`config.mk`:
```
export PLATFORM = sky130hd
export DESIGN_NAME = object_velocity_engine
export DESIGN_NICKNAME = d
export VERILOG_FILES = /design/src/rtl/obj_kin_pkg.sv /design/src/rtl/vel_axis_step.sv /design/src/rtl/object_velocity_engine.sv
export SDC_FILE = /design/constraint.sdc
export NUM_CORES = 1
export LEC_CHECK = 0
export CORE_ASPECT_RATIO = 1.25
export CORE_UTILIZATION = 61
export DETAILED_ROUTE_END_ITERATION = 16
export PLACE_DENSITY = 0.82
export SYNTH_ARGS = -nofsm -noshare
export SYNTH_HDL_FRONTEND = slang
export SYNTH_SLANG_ARGS = --single-unit
```
`constraint.sdc`:
```
create_clock -name clk -period 5.7 [get_ports clk]
set_input_delay 1.425 -clock clk [delete_from_list [all_inputs] [get_ports clk]]
set_output_delay 1.425 -clock clk [all_outputs]
set_load 0.01 [all_outputs]
```
`src/rtl/obj_kin_pkg.sv`:
```
// Shared definitions for the object velocity engine: dir/flag bit layout
// and the sweep FSM state type.
package obj_kin_pkg;

    localparam logic DIR_INC = 1'b1;
    localparam logic DIR_DEC = 1'b0;
    localparam int   EN_BIT  = 1;
    localparam int   DIR_BIT = 0;

    typedef enum logic {
        ST_IDLE = 1'b0,
        ST_RUN  = 1'b1
    } sweep_state_t;

endpackage

```
`src/rtl/vel_axis_step.sv`:
```
// One-axis sign-magnitude velocity step: saturating add when the acceleration
// agrees with the current direction, exact zero-crossing when it opposes it.
module vel_axis_step
    import obj_kin_pkg::*;
#(
    parameter int W    = 10,
    parameter int VMAX = 1023
) (
    input  logic [W-1:0] v,
    input  logic [1:0]   d,
    input  logic [W-1:0] a,
    input  logic [1:0]   ad,
    output logic [W-1:0] v_nxt,
    output logic [1:0]   d_nxt
);

    localparam logic [W:0] VMAX_E = (W+1)'(VMAX);

    logic [W:0] sum_s;

    // Next magnitude and dir/flag for the selected object on this axis
    always_comb begin
        sum_s = {1'b0, v} + {1'b0, a};
        v_nxt = v;
        d_nxt = d;
        if (ad[EN_BIT]) begin
            d_nxt[EN_BIT] = 1'b1;
            if (d[DIR_BIT] == ad[DIR_BIT]) begin
                v_nxt = (sum_s > VMAX_E) ? VMAX_E[W-1:0] : sum_s[W-1:0];
            end else if (v > a) begin
                v_nxt = v - a;
            end else begin
                // Reversal: the residue carries on in the acceleration's direction
                v_nxt          = a - v;
                d_nxt[DIR_BIT] = ad[DIR_BIT];
            end
        end else begin
            v_nxt = v;
            d_nxt = d;
        end
    end

endmodule

```
`src/rtl/object_velocity_engine.sv`:
```
// Time-multiplexed velocity integrator: one moveclk tick sweeps all objects,
// applying the latched global acceleration to one object per cycle.
module object_velocity_engine
    import obj_kin_pkg::*;
#(
    parameter  int NUM_OBJ = 8,
    parameter  int VXW     = 10,
    parameter  int VYW     = 9,
    parameter  int VMAX_X  = 1023,
    parameter  int VMAX_Y  = 511,
    localparam int IDXW    = $clog2(NUM_OBJ)
) (
    input  logic            clk,
    input  logic            rst,
    input  logic            moveclk,
    input  logic [VXW-1:0]  ax,
    input  logic [VYW-1:0]  ay,
    input  logic [1:0]      adx,
    input  logic [1:0]      ady,
    input  logic            load_en,
    input  logic [IDXW-1:0] load_idx,
    input  logic [VXW-1:0]  load_vx,
    input  logic [VYW-1:0]  load_vy,
    input  logic [1:0]      load_vdx,
    input  logic [1:0]      load_vdy,
    input  logic [IDXW-1:0] rd_idx,
    output logic [VXW-1:0]  rd_vx,
    output logic [VYW-1:0]  rd_vy,
    output logic [1:0]      rd_vdx,
    output logic [1:0]      rd_vdy,
    output logic            busy,
    output logic            done,
    output logic            tick_lost
);

    localparam logic [IDXW-1:0] LAST_IDX = IDXW'(NUM_OBJ - 1);

    sweep_state_t    state_r;
    logic [IDXW-1:0] cnt_r;
    logic [VXW-1:0]  ax_r;
    logic [VYW-1:0]  ay_r;
    logic [1:0]      adx_r;
    logic [1:0]      ady_r;

    logic [VXW-1:0]  vx_r  [NUM_OBJ];
    logic [VYW-1:0]  vy_r  [NUM_OBJ];
    logic [1:0]      vdx_r [NUM_OBJ];
    logic [1:0]      vdy_r [NUM_OBJ];

    logic [VXW-1:0]  vx_nxt_s;
    logic [VYW-1:0]  vy_nxt_s;
    logic [1:0]      vdx_nxt_s;
    logic [1:0]      vdy_nxt_s;

    vel_axis_step #(.W(VXW), .VMAX(VMAX_X)) u_step_x (
        .v     (vx_r[cnt_r]),
        .d     (vdx_r[cnt_r]),
        .a     (ax_r),
        .ad    (adx_r),
        .v_nxt (vx_nxt_s),
        .d_nxt (vdx_nxt_s)
    );

    vel_axis_step #(.W(VYW), .VMAX(VMAX_Y)) u_step_y (
        .v     (vy_r[cnt_r]),
        .d     (vdy_r[cnt_r]),
        .a     (ay_r),
        .ad    (ady_r),
        .v_nxt (vy_nxt_s),
        .d_nxt (vdy_nxt_s)
    );

    // Sweep sequencer with registered busy/done/tick_lost
    always_ff @(posedge clk) begin
        if (rst) begin
            state_r   <= ST_IDLE;
            cnt_r     <= '0;
            ax_r      <= '0;
            ay_r      <= '0;
            adx_r     <= 2'b00;
            ady_r     <= 2'b00;
            busy      <= 1'b0;
            done      <= 1'b0;
            tick_lost <= 1'b0;
        end else begin
            done      <= 1'b0;
            tick_lost <= 1'b0;
            case (state_r)
                ST_IDLE: begin
                    if (moveclk) begin
                        ax_r    <= ax;
                        ay_r    <= ay;
                        adx_r   <= adx;
                        ady_r   <= ady;
                        cnt_r   <= '0;
                        state_r <= ST_RUN;
                        busy    <= 1'b1;
                    end
                end
                ST_RUN: begin
                    tick_lost <= moveclk;
                    if (cnt_r == LAST_IDX) begin
                        cnt_r   <= '0;
                        state_r <= ST_IDLE;
                        busy    <= 1'b0;
                        done    <= 1'b1;
                    end else begin
                        cnt_r <= cnt_r + IDXW'(1);
                    end
                end
                default: begin
                    state_r <= ST_IDLE;
                    busy    <= 1'b0;
                end
            endcase
        end
    end

    // Object register file: sweep write, overriding load, registered read port
    always_ff @(posedge clk) begin
        if (rst) begin
            for (int i = 0; i < NUM_OBJ; i++) begin
                vx_r[i]  <= '0;
                vy_r[i]  <= '0;
                vdx_r[i] <= 2'b00;
                vdy_r[i] <= 2'b00;
            end
            rd_vx  <= '0;
            rd_vy  <= '0;
            rd_vdx <= 2'b00;
            rd_vdy <= 2'b00;
        end else begin
            if (state_r == ST_RUN) begin
                vx_r[cnt_r]  <= vx_nxt_s;
                vy_r[cnt_r]  <= vy_nxt_s;
                vdx_r[cnt_r] <= vdx_nxt_s;
                vdy_r[cnt_r] <= vdy_nxt_s;
            end
            // Placed after the sweep write so a colliding load takes precedence
            if (load_en) begin
                vx_r[load_idx]  <= load_vx;
                vy_r[load_idx]  <= load_vy;
                vdx_r[load_idx] <= load_vdx;
                vdy_r[load_idx] <= load_vdy;
            end
            rd_vx  <= vx_r[rd_idx];
            rd_vy  <= vy_r[rd_idx];
            rd_vdx <= vdx_r[rd_idx];
            rd_vdy <= vdy_r[rd_idx];
        end
    end

endmodule

```
[Word level (Yosys, flattened, before mapping)]
Memories as Yosys holds them, arrays and structs flattened. A register that Yosys moved wholly into a read port is not among the register bits.
Cells that the tools add are included.
Word-level totals
  input bits: 56
  flip-flop bits (word level): 30
  memories kept: 4
  bits in writable memories: 184
  word-level logic and storage cells: 105
  output and inout bits: 26
Memories
  vx_r: depth 8, width 10, read ports 2, clocked after Yosys merged registers in 2, write ports 8, RTL line object_velocity_engine.sv:45  | logic [VXW-1:0] vx_r [NUM_OBJ];
  vy_r: depth 8, width 9, read ports 2, clocked after Yosys merged registers in 2, write ports 8, RTL line object_velocity_engine.sv:46  | logic [VYW-1:0] vy_r [NUM_OBJ];
  vdx_r: depth 8, width 2, read ports 2, clocked after Yosys merged registers in 2, write ports 8, RTL line object_velocity_engine.sv:47  | logic [1:0] vdx_r [NUM_OBJ];
  vdy_r: depth 8, width 2, read ports 2, clocked after Yosys merged registers in 2, write ports 8, RTL line object_velocity_engine.sv:48  | logic [1:0] vdy_r [NUM_OBJ];
Cells by class
  reductions and logical operators: 11
  magnitude comparators: 4
  multiplexer cells: 64
  add/subtract/negate cells: 7
  bitwise logic cells: 1
  eq/ne operators: 5
Operator list (count)
  $mux W10: 6
  $mux W3: 18
  $mux W9: 6
  $mux W1: 25
  $reduce_or A10 Y1: 2
  $sub A10 B10 Y10: 2
  $reduce_or A9 Y1: 2
  $sub A9 B9 Y9: 2
  $mux W2: 6
  $add A10 B10 Y11: 1
  $gt A11 B10 Y1 const B: 1
  $add A9 B9 Y10: 1
  $gt A10 B10 Y1: 1
  $gt A10 B9 Y1 const B: 1
  $reduce_or A2 Y1: 5
  $gt A9 B9 Y1: 1
  $pmux W3 S2: 1
  $pmux W1 S2: 2
  $reduce_and A2 Y1: 2
  $add A3 B1 Y3 const B: 1
  $eq A3 B3 Y1 const B: 1
  $eq A1 B1 Y1: 2
  $ne A2 B1 Y1 const B: 1
  $ne A2 B2 Y1 const B: 1
  $not A1 Y1: 1

[Longest topological paths before layout]
  word-level depth: 6
  gate-level depth with buffers: 17
  mapped depth without buffers: 14

[By module]
From an unflattened synthesis, not the netlist that was laid out.
Second synthesis, totals
  cell total of the unflattened synthesis: 1250
  area, all modules: 15169.5 µm²
By module, submodules not included
  object_velocity_engine: seq. area each 6646.4 µm², area an instance 12180.4 µm², cells an instance 844, times used 1
  vel_axis_step at u_step_x: seq. area each 0.0 µm², area an instance 1600.3 µm², cells an instance 218, times used 1
  vel_axis_step at u_step_y: seq. area each 0.0 µm², area an instance 1388.8 µm², cells an instance 188, times used 1

[Worst setup path before layout]
No wires, ideal clock.
  path kind: flip-flop to flip-flop
  from: register with a tool-made name
  to: memory vy_r[0][8], data pin
  cell stages (with the launch flop): 17
  buffers on the path: 4
  setup time: 272 ps
  arrival: 4721 ps
  data required time: 5428 ps
  slack: 707 ps
  clock period less this slack: 4993 ps
  path through: dfxtp_1 -> buf_2 -> buf_2 -> buf_1 -> mux4_2 -> mux2i_1 -> clkinv_1 -> ha_1 -> nor2b_1 -> o21ai_0 -> a21bo_2 -> a21oi_1 -> a21o_1 -> clkbuf_1 -> mux2_2 -> mux2i_1 -> o21ai_0
RTL lines (RTL line)
  to (decl): object_velocity_engine.sv:46

==> results.toml <==
[status]
status = "finished clean"

[finish]
fin_nets = 1597
fill_cells = 1750
fin_cells = 1828
diodes = 0
final_core_util = 0.708
syn2layout_area_growth_pct = 13.6
drive_above_1_share = 0.159
mostFrequentLayoutCells = "nand2_1 (217), edfxtp_1 (184), o21ai_0 (133)"
final_common_cell = "nand2_1"

[timing]
max-slew-margin-rel = 0.279
clock.fmax_ghz = 0.187
worstMarginPinSlew_ns = 1.08
min_period_over_period = 0.940
rsz0062_at_grt = "no"
hold_violations = 0
drv_slew = 0
setup_ws_ns = 0.342
skew_ns = 0.0130
period_needed_ns = 5.36
hold-worst-slack_ns = 0.495
finalSetupTns_ns = 0
setup_viol = 0

[power]
p_clk_frac = 0.359
power_per_cell_area_mw_per_mm2 = 287
power_switching_mw = 1.49
p_int_mw = 3.51
max-vdd-ir-drop_mv = 0.245
p_leak_nw = 6.29
switching_share = 0.297
sequentialPowerShare = 0.413
p_comb_frac = 0.228

[critical_path]
critPathLaunchType = "flip-flop"
arrival_ns = 5.78
crit_buf_inv = 2
endpoint_kind = "flip-flop"
crit_family = "multiplexers"
worst_ep_required_time_ns = 6.12
crit_path_frequent_cell = "mux2i_1"
reg2reg_depth = 13
cp_max_fo = 20
cp_slowest_cell = "mux2i_1"
worstPathCellList = "buf_4 -> mux4_2 -> mux2i_1 -> inv_1 -> ha_1 -> nand2_1 -> nor3_1 -> nand4_1 -> and3_1 -> a21oi_1 -> mux2i_1 -> mux2i_1 -> a32o_1"
r2r_setup_slack_ns = 0.34
critical-path-max-stage-delay_ns = 0.75
crit_type = "flip-flop to flip-flop"
r2r-end = "vy_r[1][5]"

[floorplan]
dieWidth_um = 144
die_h_um = 179
die_area_mm2 = 0.0258
start_util = 0.623
coreArea_mm2 = 0.0246
ios = 82
row_count = 64

[yosys]
synthArstFlopShare = 0
synth_edf_count = 184
syn_inst = 1434
synth_top_area_cell = "edfxtp_1"
yosysUniqueCellTypes = 77
syn-num-nets = 1553
yosysWarnings = 0
synthesis.area_per_instance_um2 = 10.7
synthDominantCellAreaShare = 0.361
yosysSeqAreaShare = 0.434
ys_ff_latch = 240
synth_area_mm2 = 0.0153
synthFlopType = "edfxtp_1"
netlist_top_cells_area = "edfxtp_1 (36%), mux4_2 (13%), dfxtp_1 (7.3%), nand2_1 (5.3%), ha_1 (4.7%)"

[cts]
ctsHoldBuffers = 0
cts_resized = 0
postCtsSetupBuffers = 0
insertion_delay_ns = 0.56
cts_buffer_depth = 3
cts_tree = "built"
numCtsBuffers = 26
cts_root_buf = "clkbuf_16"
cts.sinks = 240
clk_pin_slew_worst_paths_ns = 0.06
h-tree-depth = 1

[global_routing]
grtUsageTotal = 0.387
antenna_found_initial = 1
grt_max_degree = 47
first_global_vias = 12839
overflow = 0
grt_pass1_wl_um = 73100

[hold_path]
hold_depth = 2
hp-start = "ax_r[9]"
hold_class = "flip-flop to flip-flop"
hold_path_end = "ax_r[9]"

[route]
drt-initial-drc-count = 1851
dr.pass1.iters = 6
num_vias = 12938
via_per_inst = 7.08
wirelength_um = 48400
wire_per_inst_um = 26.5
drc = 0
postRouteAntennaNets = 0

[placement]
port_buffers = 81
dp_cells = 1780
place_congestion = 0.953
dp_hpwl_um = 31300
dpl_worst_slack_ns = 0.507

[flow_run]
maxCapViolCount = 0
==> flip-flops by register name (all words and copies together) (netlist names), 9 cells and up, named ones only <==
signal,count
ay_r,9
rd_vy,9
rd_vx,10
ax_r,10
vdx_r,16
vy_r,72
vx_r,80
vdy_r,16
==> power groups by stage <==
stage                     combinational (mW)  clock (mW)  sequential (mW)
after floorplan                        0.762           0             2.07
after global placement                  1.09           0             2.08
after detailed placement                1.10           0             2.09
after CTS                               1.11        1.79             2.06
after global routing                    1.21        1.85             2.07
final                                   1.14        1.79             2.06
==> routing by layer <==
metal	GRT usage	wire length, um	vias to the layer above
met3	0.0780	6500	250
met5	0	0	-
met2	0.628	22500	1117
li1	-	-	5463
met1	0.485	16500	6108
met4	0.216	2940	0
==> how the worst max path moves through the flow <==
stage / start / to / cells after the start
after detailed placement: flip-flop / vy_r[0][5] / 13
final: flip-flop / vy_r[1][5] / 13
after global routing: flip-flop / vx_r[0][8] / 15
after floorplan: flip-flop / vy_r[0][8] / 16
after global placement: flip-flop / vy_r[7][5] / 13
after CTS: flip-flop / vx_r[0][8] / 15
==> metrics by stage <==
stage / cell area (um2) / power (mW)
final: 17400 / 4.99
after global placement: 16500 / 3.18
after CTS: 17400 / 4.95
after detailed placement: 16500 / 3.19
after floorplan: 15300 / 2.83
after global routing: 17400 / 5.13
==> worst reg2reg max path: stages (launching register included) <==
cell and delay, ns:
dfxtp_2 0.68, buf_4 0.37, mux4_2 0.34, mux2i_1 0.56, inv_1 0.15, ha_1 0.54, nand2_1 0.09, nor3_1 0.28
nand4_1 0.15, and3_1 0.23, a21oi_1 0.49, mux2i_1 0.29, mux2i_1 0.75, a32o_1 0.29
==> synth_stat cells (8+ instances only) <==
cell type,number
dfxtp_1,56
nor2b_1,14
a21oi_1,64
or3_1,14
buf_1,31
ha_1,57
nor3_1,26
nand3_1,38
o41ai_1,8
mux4_2,88
nand2b_1,19
a32o_1,16
o21ai_2,8
nand2_1,217
edfxtp_1,184
mux2_2,13
o21ai_0,136
nor2_1,85
inv_1,55
clkbuf_1,72
a22o_1,33
o2111ai_1,8
xnor2_1,14
mux2i_1,44
==> cells by family (layout without fill, tap and decap cells) <==
group | count (synthesis) | in the layout | share of synthesized area
buffers and inverters | 169 | 233 | 0.0426
adder cells (fa/ha/maj) | 63 | 63 | 0.0544
multiplexers | 150 | 150 | 0.176
XOR/XNOR | 18 | 18 | 0.0108
AND/OR/NAND/NOR | 444 | 444 | 0.129
AO/OA/AOI/OAI | 350 | 350 | 0.153
flip-flops | 240 | 240 | 0.434
==> final cells by class <==
cell class                 count  area (um2)  share of cell area
inverter                      56         210              0.0121
multi-input combinational   1025        8070               0.464
clock buffer                  33         708              0.0407
tap                          330         413              0.0237
sequential                   240        6650               0.382
clock inverter                15         188              0.0108
timing repair buffer         129        1170              0.0670
Note: power is estimated with default switching activity, not from simulation.
